<file path="src/rtl/im_loader.sv">
// im_loader: encodes symbolic MIPS commands and writes them to consecutive IM words.
// Define LOADER_DELAY_SLOT_EN to append a NOP word after every branch/jump.
module im_loader #(
  parameter int AW    = 8,
  parameter int DEPTH = 256
) (
  input  logic          clk,
  input  logic          rstn,
  input  logic          start,
  input  logic          cmd_valid,
  output logic          cmd_ready,
  input  logic [4:0]    cmd_kind,
  input  logic [4:0]    cmd_rs,
  input  logic [4:0]    cmd_rt,
  input  logic [4:0]    cmd_rd,
  input  logic [4:0]    cmd_shamt,
  input  logic [15:0]   cmd_imm,
  input  logic [25:0]   cmd_target,
  input  logic          cmd_last,
  output logic          im_we,
  output logic [AW-1:0] im_addr,
  output logic [31:0]   im_wdata,
  output logic [AW:0]   words,
  output logic          done,
  output logic          err_ill,
  output logic          err_ovf
);
  localparam logic [AW:0] FULL = (AW+1)'(DEPTH);
`ifdef LOADER_DELAY_SLOT_EN
  typedef enum logic [1:0] {IDLE, LOAD, PAD, DONE} state_t;
`else
  typedef enum logic [1:0] {IDLE, LOAD, DONE} state_t;
`endif
  state_t        state_q, state_d;
  logic          ready_q, ready_d, we_q, we_d, done_q, done_d, ill_q, ill_d, ovf_q, ovf_d;
  logic [AW-1:0] addr_q, addr_d;
  logic [31:0]   wdata_q, wdata_d, enc;
  logic [AW:0]   words_q, words_d, words_inc;
  logic          ill, acc, fills, last_ok;
  assign acc       = cmd_valid & ready_q;
  assign words_inc = words_q + (AW+1)'(1);
  assign fills     = words_inc == FULL;
`ifdef LOADER_DELAY_SLOT_EN
  logic pad_last_q, pad_last_d, is_br;
  assign is_br   = cmd_kind inside {5'd10, 5'd17, 5'd18, 5'd19, 5'd20};
  assign last_ok = cmd_last & ~is_br;
`else
  assign last_ok = cmd_last;
`endif
  always_comb begin
    enc = 32'h0;
    ill = 1'b0;
    case (cmd_kind)
      5'd0:    enc = {6'h00, cmd_rs, cmd_rt, cmd_rd, 5'd0, 6'h21};
      5'd1:    enc = {6'h00, cmd_rs, cmd_rt, cmd_rd, 5'd0, 6'h23};
      5'd2:    enc = {6'h00, cmd_rs, cmd_rt, cmd_rd, 5'd0, 6'h20};
      5'd3:    enc = {6'h00, cmd_rs, cmd_rt, cmd_rd, 5'd0, 6'h22};
      5'd4:    enc = {6'h00, cmd_rs, cmd_rt, cmd_rd, 5'd0, 6'h24};
      5'd5:    enc = {6'h00, cmd_rs, cmd_rt, cmd_rd, 5'd0, 6'h25};
      5'd6:    enc = {6'h00, cmd_rs, cmd_rt, cmd_rd, 5'd0, 6'h2A};
      5'd7:    enc = {6'h00, 5'd0, cmd_rt, cmd_rd, cmd_shamt, 6'h00};
      5'd8:    enc = {6'h00, 5'd0, cmd_rt, cmd_rd, cmd_shamt, 6'h02};
      5'd9:    enc = {6'h00, 5'd0, cmd_rt, cmd_rd, cmd_shamt, 6'h03};
      5'd10:   enc = {6'h00, cmd_rs, 15'd0, 6'h08};
      5'd11:   enc = {6'h0F, 5'd0, cmd_rt, cmd_imm};
      5'd12:   enc = {6'h08, cmd_rs, cmd_rt, cmd_imm};
      5'd13:   enc = {6'h0D, cmd_rs, cmd_rt, cmd_imm};
      5'd14:   enc = {6'h0A, cmd_rs, cmd_rt, cmd_imm};
      5'd15:   enc = {6'h2B, cmd_rs, cmd_rt, cmd_imm};
      5'd16:   enc = {6'h23, cmd_rs, cmd_rt, cmd_imm};
      5'd17:   enc = {6'h04, cmd_rs, cmd_rt, cmd_imm};
      5'd18:   enc = {6'h05, cmd_rs, cmd_rt, cmd_imm};
      5'd19:   enc = {6'h02, cmd_target};
      5'd20:   enc = {6'h03, cmd_target};
      default: ill = 1'b1;
    endcase
  end
  always_comb begin
    state_d = state_q;
    we_d    = 1'b0;
    addr_d  = addr_q;
    wdata_d = wdata_q;
    words_d = words_q;
    done_d  = done_q;
    ill_d   = ill_q;
    ovf_d   = ovf_q;
`ifdef LOADER_DELAY_SLOT_EN
    pad_last_d = pad_last_q;
`endif
    case (state_q)
      IDLE, DONE: if (start) begin
        state_d = LOAD;
        words_d = '0;
        done_d  = 1'b0;
        ill_d   = 1'b0;
        ovf_d   = 1'b0;
      end
      LOAD: if (acc) begin
        we_d    = 1'b1;
        addr_d  = words_q[AW-1:0];
        wdata_d = enc;
        words_d = words_inc;
        ill_d   = ill_q | ill;
`ifdef LOADER_DELAY_SLOT_EN
        if (is_br && !fills) begin
          state_d    = PAD;
          pad_last_d = cmd_last;
        end else
`endif
        if (last_ok) begin
          done_d  = 1'b1;
          state_d = DONE;
        end else if (fills) begin
          ovf_d   = 1'b1;
          done_d  = 1'b1;
          state_d = DONE;
        end
      end
`ifdef LOADER_DELAY_SLOT_EN
      PAD: begin
        we_d    = 1'b1;
        addr_d  = words_q[AW-1:0];
        wdata_d = 32'h0;
        words_d = words_inc;
        state_d = (pad_last_q || fills) ? DONE : LOAD;
        done_d  = pad_last_q || fills;
        ovf_d   = !pad_last_q && fills;
      end
`endif
      default: state_d = IDLE;
    endcase
    ready_d = (state_d == LOAD) && (words_d != FULL);
  end
  always_ff @(posedge clk or negedge rstn) begin
    if (!rstn) begin
      state_q <= IDLE;
      ready_q <= 1'b0;
      we_q    <= 1'b0;
      addr_q  <= '0;
      wdata_q <= '0;
      words_q <= '0;
      done_q  <= 1'b0;
      ill_q   <= 1'b0;
      ovf_q   <= 1'b0;
`ifdef LOADER_DELAY_SLOT_EN
      pad_last_q <= 1'b0;
`endif
    end else begin
      state_q <= state_d;
      ready_q <= ready_d;
      we_q    <= we_d;
      addr_q  <= addr_d;
      wdata_q <= wdata_d;
      words_q <= words_d;
      done_q  <= done_d;
      ill_q   <= ill_d;
      ovf_q   <= ovf_d;
`ifdef LOADER_DELAY_SLOT_EN
      pad_last_q <= pad_last_d;
`endif
    end
  end
  assign cmd_ready = ready_q;
  assign im_we     = we_q;
  assign im_addr   = addr_q;
  assign im_wdata  = wdata_q;
  assign words     = words_q;
  assign done      = done_q;
  assign err_ill   = ill_q;
  assign err_ovf   = ovf_q;
endmodule

</file>
<file path="config.mk">
export PLATFORM = sky130hd
export DESIGN_NAME = im_loader
export DESIGN_NICKNAME = d
export VERILOG_FILES = /design/src/rtl/im_loader.sv
export SDC_FILE = /design/constraint.sdc
export NUM_CORES = 1
export LEC_CHECK = 0
export ABC_AREA = 1
export CORE_MARGIN = 5
export CORE_UTILIZATION = 39
export CTS_CLUSTER_DIAMETER = 200
export DETAILED_ROUTE_END_ITERATION = 16
export GPL_TIMING_DRIVEN = 1
export PLACE_DENSITY = 0.76
export SYNTH_ARGS = -nofsm -noshare
export SYNTH_HDL_FRONTEND = slang
export SYNTH_SLANG_ARGS = --single-unit
</file>
<file path="constraint.sdc">
create_clock -name clk -period 1.5 [get_ports clk]
set_clock_uncertainty 0.1 [all_clocks]
set_input_delay 0.3 -clock clk [delete_from_list [all_inputs] [get_ports clk]]
set_output_delay 0.3 -clock clk [all_outputs]
set_load 0.005 [all_outputs]
</file>
== Yosys cells after proc, flatten, opt, wreduce, memory -nomap -nowiden ==
Cells that the tools add are included.
Word-level totals
  register bits after elaboration: 56
  logic and storage cells: 74
  bits of input ports: 72
  output and inout port bits: 54
Operators by class
  reductions and logical operators: 10
  bitwise gates (word level): 2
  add/subtract/negate cells: 1
  muxes and demuxes: 22
  equality and inequality tests: 30
Operators with widths (number)
  32-bit one-hot mux with 21 select lines: 1
  5-bit by 4-bit equality test with 1-bit output (second input constant): 8
  5-bit equality test (second input constant): 5
  21-bit OR reduction: 1
  5-bit by 3-bit equality test with 1-bit output (second input constant): 4
  9-bit 2-to-1 mux: 2
  9-bit one-hot mux with 2 select lines: 1
  5-bit by 2-bit equality test with 1-bit output (second input constant): 2
  1-bit 2-to-1 mux: 10
  9-bit by 1-bit adder with 9-bit output (second input constant): 1
  9-bit equality test (second input constant): 1
  9-bit inequality test (second input constant): 1
  2-bit 2-to-1 mux: 4
  2-bit inequality test (second input constant): 4
  1-bit one-hot mux with 2 select lines: 3
  5-bit by 1-bit equality test with 1-bit output (second input constant): 1
  5-bit zero test: 1
  5-bit AND reduction: 1
  2-bit by 1-bit equality test with 1-bit output (second input constant): 2
  2-bit one-hot mux with 2 select lines: 1
  4-bit AND reduction: 1
  3-bit inequality test (second input constant): 1
  3-bit AND reduction: 1
  2-bit equality test (second input constant): 1
  7 further kinds: 7

== Longest topological paths before layout ==
  depth in word-level cells: 8
  mapped depth: 12
  depth with buffers taken out: 12

== Worst setup path after synthesis ==
Ideal clock, no wire load.
  path kind: reg-to-reg
  start point: register words_q[1], in the netlist words[1]
  end point: register ready_q, in the netlist cmd_ready
  setup time: 0.117 ns
  period minus slack after synthesis: 1.626 ns
  arrival time: 1.410 ns
  path buffers: 0
  required time: 1.283 ns
  path slack: -0.126 ns
  cell stages (with the launch flop): 11
  cells stage by stage: dfrtp_1 ha_1 nand3_2 o21ai_1 nand2_1 nor2_1 nand3_1 nand2_2 nand2_1 nand2_1 nor2_1
Between the ends
  word-level cells in the longest chain between the ends: 8
  elaborated cells on any way between the ends: 12
  classes of those cells: add/sub: 1; eq/ne: 3; mux: 7; reduce/logical: 1
Ends and longest elaborated chain
  from (decl): line 38  | logic [AW:0] words_q, words_d, words_inc;
  from (signal assigned): line 154  | words_q <= words_d;
  9-bit by 1-bit adder with 9-bit output: line 41  | assign words_inc = words_q + (AW+1)'(1);
  9-bit equality test: line 42  | assign fills = words_inc == FULL;
  2-bit 2-to-1 mux: line 113  | end else if (fills) begin
  2-bit 2-to-1 mux: line 110  | if (last_ok) begin
  2-bit 2-to-1 mux: line 98  | LOAD: if (acc) begin
  2-bit one-hot mux with 2 select lines: line 90  | case (state_q)
  2-bit by 1-bit equality test with 1-bit output: line 132  | ready_d = (state_d == LOAD) && (words_d != FULL);
  1-bit logical AND *: line 132
  via ready_d: line 35  | logic ready_q, ready_d, we_q, we_d, done_q, done_d, ill_q, ill_d, ovf_q, ovf_d;
  to (signal assigned): line 150  | ready_q <= ready_d;
  to (decl): line 35
Mark *: on every way through the listed nets, which the timed path passes. The rest lies on a longest branch.
A chain may end at the register's enable or synchronous reset.

== Final worst setup path ==
  start point: register words_q[2], in the netlist words[2]
  end point: register ovf_q, in the netlist err_ovf
Between the ends
  word-level cells in the longest chain between the ends: 4
Ends and longest elaborated chain
  9-bit by 1-bit adder with 9-bit output: line 41
  9-bit equality test: line 42
  2-bit inequality test (no source line)
  5-bit AND reduction (no source line)
  to (signal assigned): line 157  | ovf_q <= ovf_d;
  to (decl): line 35
Every way passes these cells.

==> results <==
==> state kept, by name, summed over array words and instances (netlist names) <==
register	flops
im_wdata	31
err_ovf	1
words	9
err_ill	1
done	1
cmd_ready	1
im_we	1
state_q	2
im_addr	8
==> cells in the mapped netlist (all sizes together) (3+ instances only) <==
cell type  number
o211ai          3
nor3            4
nor2           34
buf             8
nand2         226
a21oi           7
dfrtp          55
a22oi           4
clkbuf          6
o21ai          21
nand3          28
inv            39
==> kinds of logic (layout without fill, tap and decap cells) <==
family / Yosys count / in the layout / synth area share
AOI/OAI and AO/OA: 38 / 38 / 0.0718
xor gates and xnor gates: 1 / 1 / 0.00281
adders and majority gates: 2 / 2 / 0.00802
buffers and inverters: 53 / 261 / 0.0742
DFF: 55 / 55 / 0.441
other: 1 / 1 / 0.00120
and+or+nand+nor: 294 / 296 / 0.401
==> path summary, 6_finish.rpt <==
| check | startpoint | to | cells after the start |
|---|---|---|---|
| max in group asynchronous | rstn | words[1] | 3 |
| max | words[2] | err_ovf | 12 |
| min reg2reg | im_wdata[18] | im_wdata[18] | 2 |
| min in group asynchronous | rstn | im_wdata[7] | 3 |
| max reg2reg | words[2] | err_ovf | 12 |
| min | cmd_kind[0] | im_wdata[0] | 5 |
==> what timing repair did <==
item | 4_1_cts | 5_1_grt
setup endpoints to repair | 93 | 47
buffers inserted | 25 | 8
pin swaps | 9 | 16
gates resized for setup | 97 | 53
hold buffers | 1 | 0
hold endpoints to repair | 55 | 0
cloned | 1 | 2
==> worst register-to-register path: stages (launching register included) <==
cell and delay [ns]:
dfrtp_2 0.42, buf_6 0.15, buf_4 0.13, nand2_2 0.06
inv_2 0.04, nor2_2 0.12, nor2_1 0.06, nand2_1 0.08
nor2_2 0.05, buf_4 0.14, buf_4 0.12, nand4_1 0.08
a21oi_1 0.06
==> through the flow <==
stage	util	setup TNS [ns]	std cells	power (uW)
after floorplan	-	-0.254	444	3400
after global placement	0.623	-20.95	712	5150
after detailed placement	0.623	-24.00	712	5200
after CTS	0.666	-0.421	747	6070
after global routing	0.685	-1.43	756	6730
final	0.685	-0.813	756	6270
==> power by group through the flow <==
stage / registers, uW / logic [uW] / clock network (uW)
floorplan: 2350 / 1050 / 0
global placement: 2300 / 2850 / 0
detailed placement: 2300 / 2900 / 0
CTS: 2270 / 2990 / 809
global route: 2350 / 3510 / 868
finish: 2280 / 3200 / 788
==> routing by layer <==
metal,share of wire,GRT usage
met1,0.39,0.231
met2,0.50,0.370
met3,0.088,0.0757
met4,0.020,0.0578
met5,0,0
==> cell type report <==
cell class	instances	share of cell area
clock buffers	7	0.0143
clock inverters	1	0.000941
inverters	39	0.0275
multi-input cells	338	0.319
flip-flops and latches	55	0.260
well taps	102	0.0240
repair buffers	214	0.354
==> results.py <==
metrics = {
    "floorplanning": {
        "die_y_microns": 99.5,
        "num_io_pins": 126,
        "die-area_sq_um": 9890,
        "die_w_microns": 99.5,
        "coreArea_sq_um": 7770,
        "rows": 32,
        "start_util": 0.402,
    },
    "clocking": {
        "cts.path.max_buffers": 2,
        "cts_buffers": 5,
        "cts_tree": "yes",
        "clkLatencyLatePin_ns": 0.30,
        "clock-sinks": 55,
        "cts_root_buffer": "clkbuf_8",
        "clk_pin_slew_ns": 0.09,
        "cts_max_level": 2,
    },
    "layout": {
        "finalNetCount": 727,
        "regArea_sq_um": 1380,
        "syn_to_final_growth_pct": 70.5,
        "antenna_cells": 0,
        "multi_input_area_sq_um": 1700,
        "drive_above_1_share": 0.278,
        "fillers": 662,
        "final_cell_mix": "nand2_1, buf_4, clkdlybuf4s50_1, dfrtp_1, dlygate4sd2_1",
        "final_common_cell": "nand2_1",
        "fin_area_sq_um": 5320,
    },
    "detailed_routing": {
        "routedWlPerCell_microns": 14.2,
        "dr.pass1.iters": 4,
        "vias": 3625,
        "drcViolationCount": 0,
        "postRouteWirelength_microns": 10700,
        "antenna_left": 0,
        "via_per_inst": 4.79,
        "drt_iter0_markers": 200,
    },
    "synthesis": {
        "synth_seq_area_share": 0.441,
        "synth_cells": 444,
        "ys_seq_elements": 55,
        "synth_top_area_cell": "dfrtp_1",
        "synth_edf_count": 0,
        "syn_area_sq_um": 3120,
        "synth_top_cells_by_area": "dfrtp_1, nand2_1, nand3_1, inv_1, nor2_1",
        "ys.flop_type": "dfrtp_1",
        "syn_avg_cell_area_sq_um": 7.03,
        "synthArstFlopShare": 1.00,
        "syn-num-nets": 518,
        "synth_cell_type_count": 30,
        "synth_top_area_share": 0.441,
        "yosysWarnings": 0,
    },
    "flow_run": {
        "maxCapViolations": 0,
    },
    "power_and_ir_drop": {
        "power_density_nw_per_um2": 1180,
        "netSwitchingFraction": 0.367,
        "clock_power_share": 0.126,
        "power_switching_uw": 2300,
        "power.leakage_uw": 0.00288,
        "p_int_uw": 3970,
        "combPwrFrac": 0.510,
        "ir_drop_uv": 538,
        "seq_power_share": 0.364,
    },
    "critical_path": {
        "r2r_slack_ns": -0.20,
        "critical_path.max_stage_delay_ns": 0.42,
        "cp_slowest_cell": "dfrtp_2",
        "worst_path_most_repeated_cell": "buf_4",
        "start_kind": "register",
        "crit_fanout": 5,
        "cp-end-kind": "register",
        "setup.worst_path.class": "reg2reg",
        "crit_arrival_ns": 1.80,
        "path_buf_inv": 5,
        "path_cells": "buf_6, buf_4, nand2_2, inv_2, nor2_2, nor2_1, nand2_1, nor2_2, buf_4, buf_4, nand4_1, a21oi_1",
        "critPathRequiredTime_ns": 1.60,
        "critical-path-top-delay-family": "buffers and inverters",
    },
    "sta": {
        "hold_viol_final": 0,
        "setup_ws_ns": -0.196,
        "max_freq_ghz": 0.590,
        "finalSetupViolations": 6,
        "rsz0062_at_grt": "yes",
        "finalCritPeriodShare": 1.13,
        "period_needed_ns": 1.70,
        "finalMaxSlewViolations": 0,
        "whs_ns": 0.373,
    },
    "global_route": {
        "grt_max_degree": 34,
        "grt_pass1_vias": 3713,
        "grt_overflow": 0,
        "grt_antenna_before_repair": 0,
        "grt_pass1_wl_microns": 16800,
        "grt_use_total": 0.207,
    },
    "placement": {
        "hpwl_microns": 7500,
        "numPortBuffers": 124,
        "dpl_cell_area_sq_um": 4840,
        "dp_slack_ns": -0.700,
        "gp_congestion": 0.868,
    },
    "min_path": {
        "hp-class": "in2reg",
    },
    "status": {
        "status": "complete, but fails checks",
        "violations": "setup timing",
    },
}
Power figures use the tool's default switching activity.
